## config.mk

```make
export PLATFORM = sky130hd
export DESIGN_NAME = imem_jtag_loader
export DESIGN_NICKNAME = d
export VERILOG_FILES = /design/src/rtl/imem_jtag_loader.sv
export SDC_FILE = /design/constraint.sdc
export NUM_CORES = 1
export LEC_CHECK = 0
export ABC_AREA = 1
export CORE_AREA = 2 2 137 139
export DETAILED_ROUTE_END_ITERATION = 8
export DIE_AREA = 0 0 139 141
export PLACE_DENSITY = 0.7
export SETUP_SLACK_MARGIN = 0.5
export SLEW_MARGIN = 20
export SYNTH_ARGS = -nofsm -noshare
export SYNTH_HDL_FRONTEND = slang
export SYNTH_SLANG_ARGS = --single-unit
export TNS_END_PERCENT = 10
```

## constraint.sdc

```tcl
create_clock -name clk_i -period 2.8 [get_ports clk_i]
set_clock_uncertainty 0.2 [all_clocks]
set_input_delay 0.42 -clock clk_i [delete_from_list [all_inputs] [get_ports clk_i]]
set_output_delay 0.42 -clock clk_i [all_outputs]
set_load 0.005 [all_outputs]
```

## src/rtl/imem_jtag_loader.sv

```systemverilog
// Turns each Update-DR of the 97-bit I-Mem JTAG chain into one I-Mem write or read.
// Also returns a status/readback word that feeds the DR capture input.
module imem_jtag_loader #(
  parameter int ADDR_W = 64,
  parameter int DATA_W = 32,
  parameter int DR_W   = 97
) (
  input  logic              clk_i,
  input  logic              rst_ni,
  input  logic              im_upd_i,
  input  logic [DR_W-1:0]   im_data_i,
  input  logic              clr_err_i,
  output logic              mem_valid_o,
  output logic              mem_we_o,
  output logic [ADDR_W-1:0] mem_addr_o,
  output logic [DATA_W-1:0] mem_wdata_o,
  input  logic              mem_ready_i,
  input  logic              mem_rvalid_i,
  input  logic [DATA_W-1:0] mem_rdata_i,
  output logic [DR_W-1:0]   capture_o,
  output logic              busy_o,
  output logic              err_overrun_o,
  output logic              err_misalign_o,
  output logic [15:0]       wr_cnt_o
);

  localparam logic [1:0] IDLE  = 2'd0;
  localparam logic [1:0] REQ   = 2'd1;
  localparam logic [1:0] RWAIT = 2'd2;

  logic              s1, s2, s3;
  logic              upd_evt;
  logic [1:0]        state;
  logic              cmd_we;
  logic [ADDR_W-1:0] cmd_addr;
  logic [DATA_W-1:0] cmd_wdata;
  logic [ADDR_W-1:0] last_addr;
  logic [DATA_W-1:0] rdata;
  logic [15:0]       wr_cnt;
  logic              err_overrun;
  logic              err_misalign;

  logic              in_we;
  logic [ADDR_W-1:0] in_addr;
  logic [DATA_W-1:0] in_wdata;
  logic              in_misaligned;
  logic              accept;
  logic              set_overrun;
  logic              set_misalign;

  assign in_we         = im_data_i[DR_W-1];
  assign in_addr       = im_data_i[DATA_W +: ADDR_W];
  assign in_wdata      = im_data_i[DATA_W-1:0];
  assign in_misaligned = |in_addr[1:0];

  // s1 resolves metastability; the s2/s3 edge detect gives one event per rise.
  always_ff @(posedge clk_i) begin
    if (!rst_ni) begin
      s1 <= 1'b0;
      s2 <= 1'b0;
      s3 <= 1'b0;
    end else begin
      s1 <= im_upd_i;
      s2 <= s1;
      s3 <= s2;
    end
  end

  assign upd_evt      = s2 & ~s3;
  assign accept       = (state == REQ) & mem_ready_i;
  assign set_overrun  = upd_evt & (state != IDLE);
  assign set_misalign = upd_evt & (state == IDLE) & in_misaligned;

  always_ff @(posedge clk_i) begin
    if (!rst_ni) begin
      state     <= IDLE;
      cmd_we    <= 1'b0;
      cmd_addr  <= '0;
      cmd_wdata <= '0;
      last_addr <= '0;
    end else begin
      case (state)
        IDLE: begin
          if (upd_evt) begin
            cmd_we    <= in_we;
            cmd_addr  <= in_addr;
            cmd_wdata <= in_wdata;
            last_addr <= in_addr;
            state     <= in_misaligned ? IDLE : REQ;
          end
        end
        REQ: begin
          if (mem_ready_i) state <= cmd_we ? IDLE : RWAIT;
        end
        RWAIT: begin
          if (mem_rvalid_i) state <= IDLE;
        end
        default: state <= IDLE;
      endcase
    end
  end

  always_ff @(posedge clk_i) begin
    if (!rst_ni) begin
      rdata <= '0;
    end else if ((state == RWAIT) && mem_rvalid_i) begin
      rdata <= mem_rdata_i;
    end
  end

  always_ff @(posedge clk_i) begin
    if (!rst_ni) begin
      wr_cnt <= '0;
    end else if (accept && cmd_we && (wr_cnt != 16'hFFFF)) begin
      wr_cnt <= wr_cnt + 16'd1;
    end
  end

  // Setting an error takes priority over a simultaneous clear.
  always_ff @(posedge clk_i) begin
    if (!rst_ni) begin
      err_overrun  <= 1'b0;
      err_misalign <= 1'b0;
    end else begin
      if (set_overrun)    err_overrun <= 1'b1;
      else if (clr_err_i) err_overrun <= 1'b0;
      if (set_misalign)   err_misalign <= 1'b1;
      else if (clr_err_i) err_misalign <= 1'b0;
    end
  end

  assign mem_valid_o    = (state == REQ);
  assign mem_we_o       = cmd_we;
  assign mem_addr_o     = cmd_addr;
  assign mem_wdata_o    = cmd_wdata;
  assign busy_o         = (state != IDLE);
  assign err_overrun_o  = err_overrun;
  assign err_misalign_o = err_misalign;
  assign wr_cnt_o       = wr_cnt;
  assign capture_o      = {busy_o, last_addr, rdata};

endmodule

```

==> reports/qor.json, run 1 <==
{
  "cts-resized-gates": 0,
  "synth_area_sq_mm": 0.006148,
  "core_area_sq_mm": 0.01827,
  "num_antenna_cells": 0,
  "holdPathStages": 2,
  "crit_arrival_ps": 1500,
  "timing.reg2reg.worst_path_depth": 8,
  "final_layout_size_suffix_gt1_share_pct": 5.931,
  "cts-root-to-sink-buffers": 2,
  "design.portCount": 349,
  "numClockSinks": 152,
  "rsz0062_at_grt": "no",
  "worst_hold_path_type": "reg -> reg",
  "critPathKind": "reg -> out",
  "fp-row-count": 50,
  "post_dp_cell_area_sq_mm": 0.009314,
  "gp_congestion": 0.7913,
  "clk_latency_ps": 410,
  "die_area_sq_mm": 0.01960,
  "timing.critical_path.required_ps": 2180,
  "vias": 5883,
  "final_period_minus_worst_setup_slack_ps": 2123,
  "ys.warnings.count": 0,
  "cts-buffers-inserted": 17,
  "grt_remaining_overflow": 0,
  "synth.top_cell.area_share_pct": 49.49,
  "worst-r2r-setup-slack_ps": 930,
  "total_nets_final": 1202,
  "area_delta_synth_final_pct": 60.81,
  "leakage_uw": 0.003605,
  "grt_first_pass_wirelength_mm": 28.75,
  "finalSetupViolations": 0,
  "grt_antenna_before_repair": 0,
  "drtPass1Iterations": 4,
  "synthesized_nets": 934,
  "crit_fanout": 5,
  "max_slew.worst_pin.slew_ps": 547.5,
  "synthDominantAreaCellType": "sky130_fd_sc_hd__dfxtp_1",
  "min_delay_startpoint": "s1",
  "cell_at_the_root_of_the_clock_tree": "sky130_fd_sc_hd__clkbuf_16",
  "grt_max_degree": 98,
  "final_common_cell": "sky130_fd_sc_hd__clkdlybuf4s50_1",
  "routed_wirelength_mm": 18.19,
  "post_synth_inst_count": 798,
  "fillCellCount": 1753,
  "rr_startpoint": "state[0]",
  "grtUsageTotal_pct": 18.16,
  "run_status": "completed",
  "tritoncts": "built",
  "initial_utilization_pct": 33.66,
  "worstSetupEndpointType": "output port",
  "synth.top_cells.by_area": "sky130_fd_sc_hd__dfxtp_1, sky130_fd_sc_hd__nor2_1, sky130_fd_sc_hd__o21ai_0",
  "htreeDepth": 4,
  "die_height_um": 141,
  "power_density_mw_per_mm2": 521.3,
  "ys_seq_area_share_pct": 49.49,
  "post_drt_wl_per_cell_um": 13.85,
  "placement.io_buffers": 348,
  "fin_crit_sh_pct": 75.82,
  "area_of_all_placed_cells_without_fillers_sq_mm": 0.009887,
  "post-cts-setup-buffer-count": 0,
  "post_synth_num_cell_types": 30,
  "finalHoldViolations": 0,
  "ir_drop_v": 0.0003874,
  "route.detailed.vias_per_inst": 4.481,
  "clkSlewWorstSetupHoldPaths_ps": 60,
  "max_freq_mhz": 471.0,
  "postSynthAreaPerCell_sq_um": 7.705,
  "min_delay_worst_endpoint": "s2",
  "post_cts_hold_buffer_count": 0,
  "max_slew_margin_pct": 63.50,
  "startpoint_type": "flip-flop",
  "final_cell_mix": "sky130_fd_sc_hd__clkdlybuf4s50_1, sky130_fd_sc_hd__nor2_1, sky130_fd_sc_hd__dfxtp_1",
  "grt_pass1_vias": 5528,
  "final-max-slew-violation-count": 0,
  "starting_drc_count_in_detailed_routing": 288,
  "crit-reg2reg-capture": "mem_wdata_o[2]",
  "totalNegativeSetupSlack_ps": 0,
  "dpl.hpwl_mm": 13.08,
  "floorplan.die.width_um": 139,
  "route.antenna.remaining_nets": 0,
  "drcViolationCount": 0,
  "ys_seq_elements": 152,
  "drv_cap": 0
}
==> state kept, by name, indices dropped and copies added (netlist names) <==
name            flops
err_misalign_o      1
err_overrun_o       1
last_addr          64
mem_wdata_o        32
mem_we_o            1
rdata              32
s1                  1
s2                  1
s3                  1
state               2
wr_cnt_o           16
==> critical path: stages (launching register included) <==
cell and delay, ps:
sky130_fd_sc_hd__dfxtp_1 370, sky130_fd_sc_hd__inv_2 60, sky130_fd_sc_hd__nand2_2 150, sky130_fd_sc_hd__clkdlybuf4s50_1 520
==> cells by family after synthesis <==
| family | after synthesis | share of synthesized area, % |
|---|---|---|
| compound gates | 183 | 14.98 |
| xor+xnor | 1 | 0.1425 |
| fa+ha+maj | 1 | 0.2035 |
| buf+inv | 155 | 14.29 |
| flops | 152 | 49.49 |
| simple gates | 306 | 20.90 |
==> worst max-delay path by stage <==
stage / start / to / slack (ps) / depth (start not counted)
floorplan: wr_cnt_o[0] / wr_cnt_o[14] / 1180 / 7
global placement: mem_ready_i / wr_cnt_o[7] / 720 / 8
detailed placement: mem_ready_i / wr_cnt_o[7] / 680 / 8
global route: state[1] / mem_valid_o / 610 / 4
CTS: state[0] / capture_o[96] / 650 / 3
finish: state[0] / capture_o[96] / 680 / 3
==> Yosys cell counts, drive strengths merged <==
cell type  count
buf           85
a21oi         46
a31oi          1
nand3         16
ha             1
dfxtp        152
o21a           1
clkbuf        23
xor2           1
o22ai          1
o21ai        134
nor2         238
nand2         45
nand4          1
nor3           2
and2           1
and3           1
inv           47
nand3b         2
==> area by class of cell <==
type	count	area (sq um)	share of cell area, %
timing repair buffer	357	3573	36.14
sequential	152	3043	30.78
multi-input combinational	491	2227	22.53
clock buffer	20	456.7	4.619
tap	234	292.8	2.961
inverter	47	177.7	1.797
clock inverter	12	116.4	1.177
==> report_power, final <==
group / total [uW] / switching (uW) / internal, uW
Clock: 2210 / 925 / 1280
Sequential: 2290 / 52.5 / 2240
Combinational: 653 / 223 / 430
Total: 5150 / 1200 / 3950
==> through the flow <==
step	instances	power (uW)	hold WS, ps	utilization (%)	setup WS (ps)
after floorplan	798	2592	190.5	-	1176
after global placement	1281	2989	199.5	50.99	720.4
after detailed placement	1281	2999	201.7	50.99	684.5
after CTS	1313	5233	227.4	54.12	652.1
after global routing	1313	5386	244.1	54.12	611.4
final	1313	5154	218.6	54.12	676.9
==> metal layers <==
| metal | global-route usage (%) | up-vias | wire (um) |
|---|---|---|---|
| li1 | - | 3011 | - |
| met1 | 20.91 | 2642 | 7616 |
| met2 | 31.86 | 213 | 8921 |
| met3 | 6.080 | 17 | 1329 |
| met4 | 5.901 | 0 | 317 |
| met5 | 0 | - | 0 |
Power figures use the tool's default switching activity.
==> run 2: changes to the inputs <==
--- a/config.mk
+++ b/config.mk
@@ -6,10 +6,10 @@
 export NUM_CORES = 1
 export LEC_CHECK = 0
 export ABC_AREA = 1
-export CORE_AREA = 2 2 137 139
+export CORE_ASPECT_RATIO = 0.75
+export CORE_UTILIZATION = 35
 export DETAILED_ROUTE_END_ITERATION = 8
-export DIE_AREA = 0 0 139 141
-export PLACE_DENSITY = 0.7
+export PLACE_DENSITY = 0.74
 export SETUP_SLACK_MARGIN = 0.5
 export SLEW_MARGIN = 20
 export SYNTH_ARGS = -nofsm -noshare
==> constraint.sdc (replaced) <==
create_clock -name clk_i -period 1.92 [get_ports clk_i]
set_clock_uncertainty 0.2 [all_clocks]
set_input_delay 0.288 -clock clk_i [delete_from_list [all_inputs] [get_ports clk_i]]
set_output_delay 0.288 -clock clk_i [all_outputs]
set_load 0.005 [all_outputs]
==> reports/qor.json, run 2 (synthesis gave the netlist of run 1 again) <==
{
  "cts-root-to-sink-buffers": {"value": 2, "change": "unchanged"},
  "die_height": {"value": 116.8, "unit": "um", "change": "-17%"},
  "starting_drc_count_in_detailed_routing": {"value": 395, "change": "+37%"},
  "die_area": {"value": 0.01811, "unit": "sq mm", "change": "-7.6%"},
  "max_flop_register": "last_addr",
  "final_cell_mix": "sky130_fd_sc_hd__nor2_1, sky130_fd_sc_hd__dlygate4sd2_1, sky130_fd_sc_hd__clkdlybuf4s50_1",
  "timing.critical_path.required": {"value": 2030, "unit": "ps", "change": "-150 ps"},
  "dpl.hpwl": {"value": 14.49, "unit": "mm", "change": "+11%"},
  "clkSlewWorstSetupHoldPaths": {"value": 70, "unit": "ps", "change": "about the same"},
  "grtUsageTotal": {"value": 21.95, "unit": "%", "change": "+3.8 points"},
  "top_usage_layer": "met2",
  "finalSetupViolations": {"value": 0, "change": "unchanged"},
  "drv_cap": {"value": 0, "change": "unchanged"},
  "max_slew_margin": {"value": 71.99, "unit": "%", "change": "+8.5 points"},
  "use_met2": {"value": 37.63, "unit": "%", "change": "+5.8 points"},
  "post_route_non_filler_standard_cell_count": {"value": 1364, "change": "+3.9%"},
  "rsz0062_at_grt": "yes",
  "drcViolationCount": {"value": 0, "change": "unchanged"},
  "grt_first_pass_wirelength": {"value": 30.33, "unit": "mm", "change": "+5.5%"},
  "max_slew.worst_pin.slew": {"value": 420.2, "unit": "ps", "change": "-127.3 ps"},
  "grt_max_degree": {"value": 65, "change": "-34%"},
  "final_period_minus_worst_setup_slack_ps": 1697,
  "critical-path-top-delay-family": "simple AND/OR/NAND/NOR gates",
  "clk_latency": {"value": 410, "unit": "ps", "change": "about the same"},
  "numClockSinks": {"value": 152, "change": "unchanged"},
  "global_route_met1_utilization": {"value": 25.38, "unit": "%", "change": "+4.5 points"},
  "fp-row-count": {"value": 41, "change": "-18%"},
  "route.detailed.vias_per_inst": {"value": 4.547, "change": "+1.5%"},
  "startpoint_type": "flip-flop",
  "timing.critical_path.slowest_stage_cell": "sky130_fd_sc_hd__dfxtp_2",
  "cell_at_the_root_of_the_clock_tree": "sky130_fd_sc_hd__clkbuf_16",
  "run_status": "completed",
  "fin_crit_sh_pct": 88.38,
  "initial_utilization": {"value": 36.21, "unit": "%", "change": "+2.6 points"},
  "report.power.total": {"value": 7685, "unit": "uW", "change": "+49%"},
  "leakage": {"value": 0.004898, "unit": "uW", "change": "+36%"},
  "tritoncts": "built",
  "grt_remaining_overflow": {"value": 0, "change": "unchanged"},
  "globalRouteMet3Util": {"value": 8.579, "unit": "%", "change": "+2.5 points"},
  "routed_wirelength": {"value": 21.27, "unit": "mm", "change": "+17%"},
  "design.portCount": {"value": 349, "change": "unchanged"},
  "crit_chain": "inv_4, nand2_4, buf_6, nor2_4, nand3b_1, nor2_1, nand3_1, nand2_1, nor2_1",
  "num_antenna_cells": {"value": 0, "change": "unchanged"},
  "placement.io_buffers": {"value": 348, "change": "unchanged"},
  "floorplan.die.width": {"value": 155.0, "unit": "um", "change": "+12%"},
  "core_area": {"value": 0.01698, "unit": "sq mm", "change": "-7.0%"},
  "crit_fanout": {"value": 4, "change": "-1"},
  "htreeDepth": {"value": 4, "change": "unchanged"},
  "path_buf_inv": {"value": 2, "change": "unchanged"},
  "post_drt_wl_per_cell": {"value": 15.59, "unit": "um", "change": "+13%"},
  "worstSetupEndpointType": "flip-flop",
  "cts-buffers-inserted": {"value": 17, "change": "unchanged"},
  "numPlacedInstances": {"value": 1286, "change": "+0.39%"},
  "vias": {"value": 6202, "change": "+5.4%"},
  "path_common_cell": "sky130_fd_sc_hd__nor2_1",
  "largest_register_ffs": {"value": 64, "change": "unchanged"},
  "totalNegativeSetupSlack": {"value": 0, "unit": "ps", "change": "unchanged"},
  "finalHoldViolations": {"value": 0, "change": "unchanged"},
  "critPathKind": "reg -> reg",
  "area_delta_synth_final_pct": 70.35,
  "power_density": {"value": 733.8, "unit": "mW/mm^2", "change": "+41%"},
  "ir_drop": {"value": 0.0005186, "unit": "V", "change": "+34%"},
  "final-max-slew-violation-count": {"value": 0, "change": "unchanged"},
  "gp_congestion": {"value": 0.8373, "change": "+5.8%"},
  "grt_antenna_before_repair": {"value": 1, "change": "+1"},
  "final_layout_size_suffix_gt1_share": {"value": 23.49, "unit": "%", "change": "+18 points"},
  "drtPass1Iterations": {"value": 5, "change": "+1"},
  "total_nets_final": {"value": 1251, "change": "+4.1%"},
  "worst_hold_path_type": "in -> reg",
  "route.antenna.remaining_nets": {"value": 0, "change": "unchanged"},
  "crit_arrival": {"value": 1810, "unit": "ps", "change": "+310 ps"},
  "final_common_cell": "sky130_fd_sc_hd__nor2_1",
  "grt_pass1_vias": {"value": 5464, "change": "-1.2%"},
  "cp_slowest_stage_delay": {"value": 340, "unit": "ps", "change": "-180 ps"},
  "layout.core_utilization": {"value": 61.68, "unit": "%", "change": "+7.6 points"},
  "max_freq_mhz": 589.3
}
==> run 2: cell count changes in the layout (fill, tap and decap cells not counted), moves of 25 or more <==
cell / previous run / this run
sky130_fd_sc_hd__buf_2: 0 / 25
sky130_fd_sc_hd__buf_4: 8 / 41
sky130_fd_sc_hd__clkdlybuf4s50_1: 347 / 133
sky130_fd_sc_hd__dfxtp_1: 152 / 74
sky130_fd_sc_hd__dfxtp_2: 0 / 62
sky130_fd_sc_hd__dlygate4sd2_1: 0 / 173
==> run 2: area by class of cell <==
class	instances	area, sq um
Clock buffer	20	456.7
Clock inverter	12	140.1
Fill cell	1548	6506
Inverter	47	196.4
Multi-Input combinational cell	491	2444
Sequential cell	152	3181
Tap cell	236	295.3
Timing Repair Buffer	406	3761
==> run 2: worst paths after layout <==
path	to	cells after the start	from	slack [ps]
worst min-delay path	s2	3	rst_ni	90
worst max-delay path	wr_cnt_o[9]	9	state[1]	220
worst max register to register	wr_cnt_o[9]	9	state[1]	220
worst min register to register	s2	2	s1	220
==> run 2: through the flow <==
step	instance area (sq um)	hold WS [ps]	worst slack, ps
2_1_floorplan	6217	185.6	442.5
3_3_place_gp	9470	193.8	46.80
3_5_place_dp	9470	200.2	6.544
4_1_cts	10140	72.27	311.6
5_1_grt	10470	91.37	163.2
6_report	10470	90.98	223.0
==> run 2: report_power, final <==
part           internal, uW  switching, uW  leakage [uW]
Sequential             3260           71.8       0.00128
Combinational           575            392       0.00334
Clock                  2000           1390      0.000284
Total                  5830           1850       0.00490
==> run 2: repair_timing <==
| item | in CTS | in global routing |
|---|---|---|
| buffers inserted | 34 | 8 |
| hold buffers | 0 | 0 |
| endpoints found under the setup margin | 328 | 337 |
| cloned | 0 | 4 |
| pin swaps | 5 | 20 |
| resized for setup | 423 | 66 |
==> run 2: tightest hold or removal path: stages <==
cell and delay [ps]:
sky130_fd_sc_hd__buf_4 240, sky130_fd_sc_hd__nand2_1 100, sky130_fd_sc_hd__inv_1 30
==> run 2: routing by layer <==
metal  vias up  routed length (um)
met5         -                   7
met4         2                 284
met3        23                1891
met2       240               10460
met1      2811                8623
li1       3126                   -
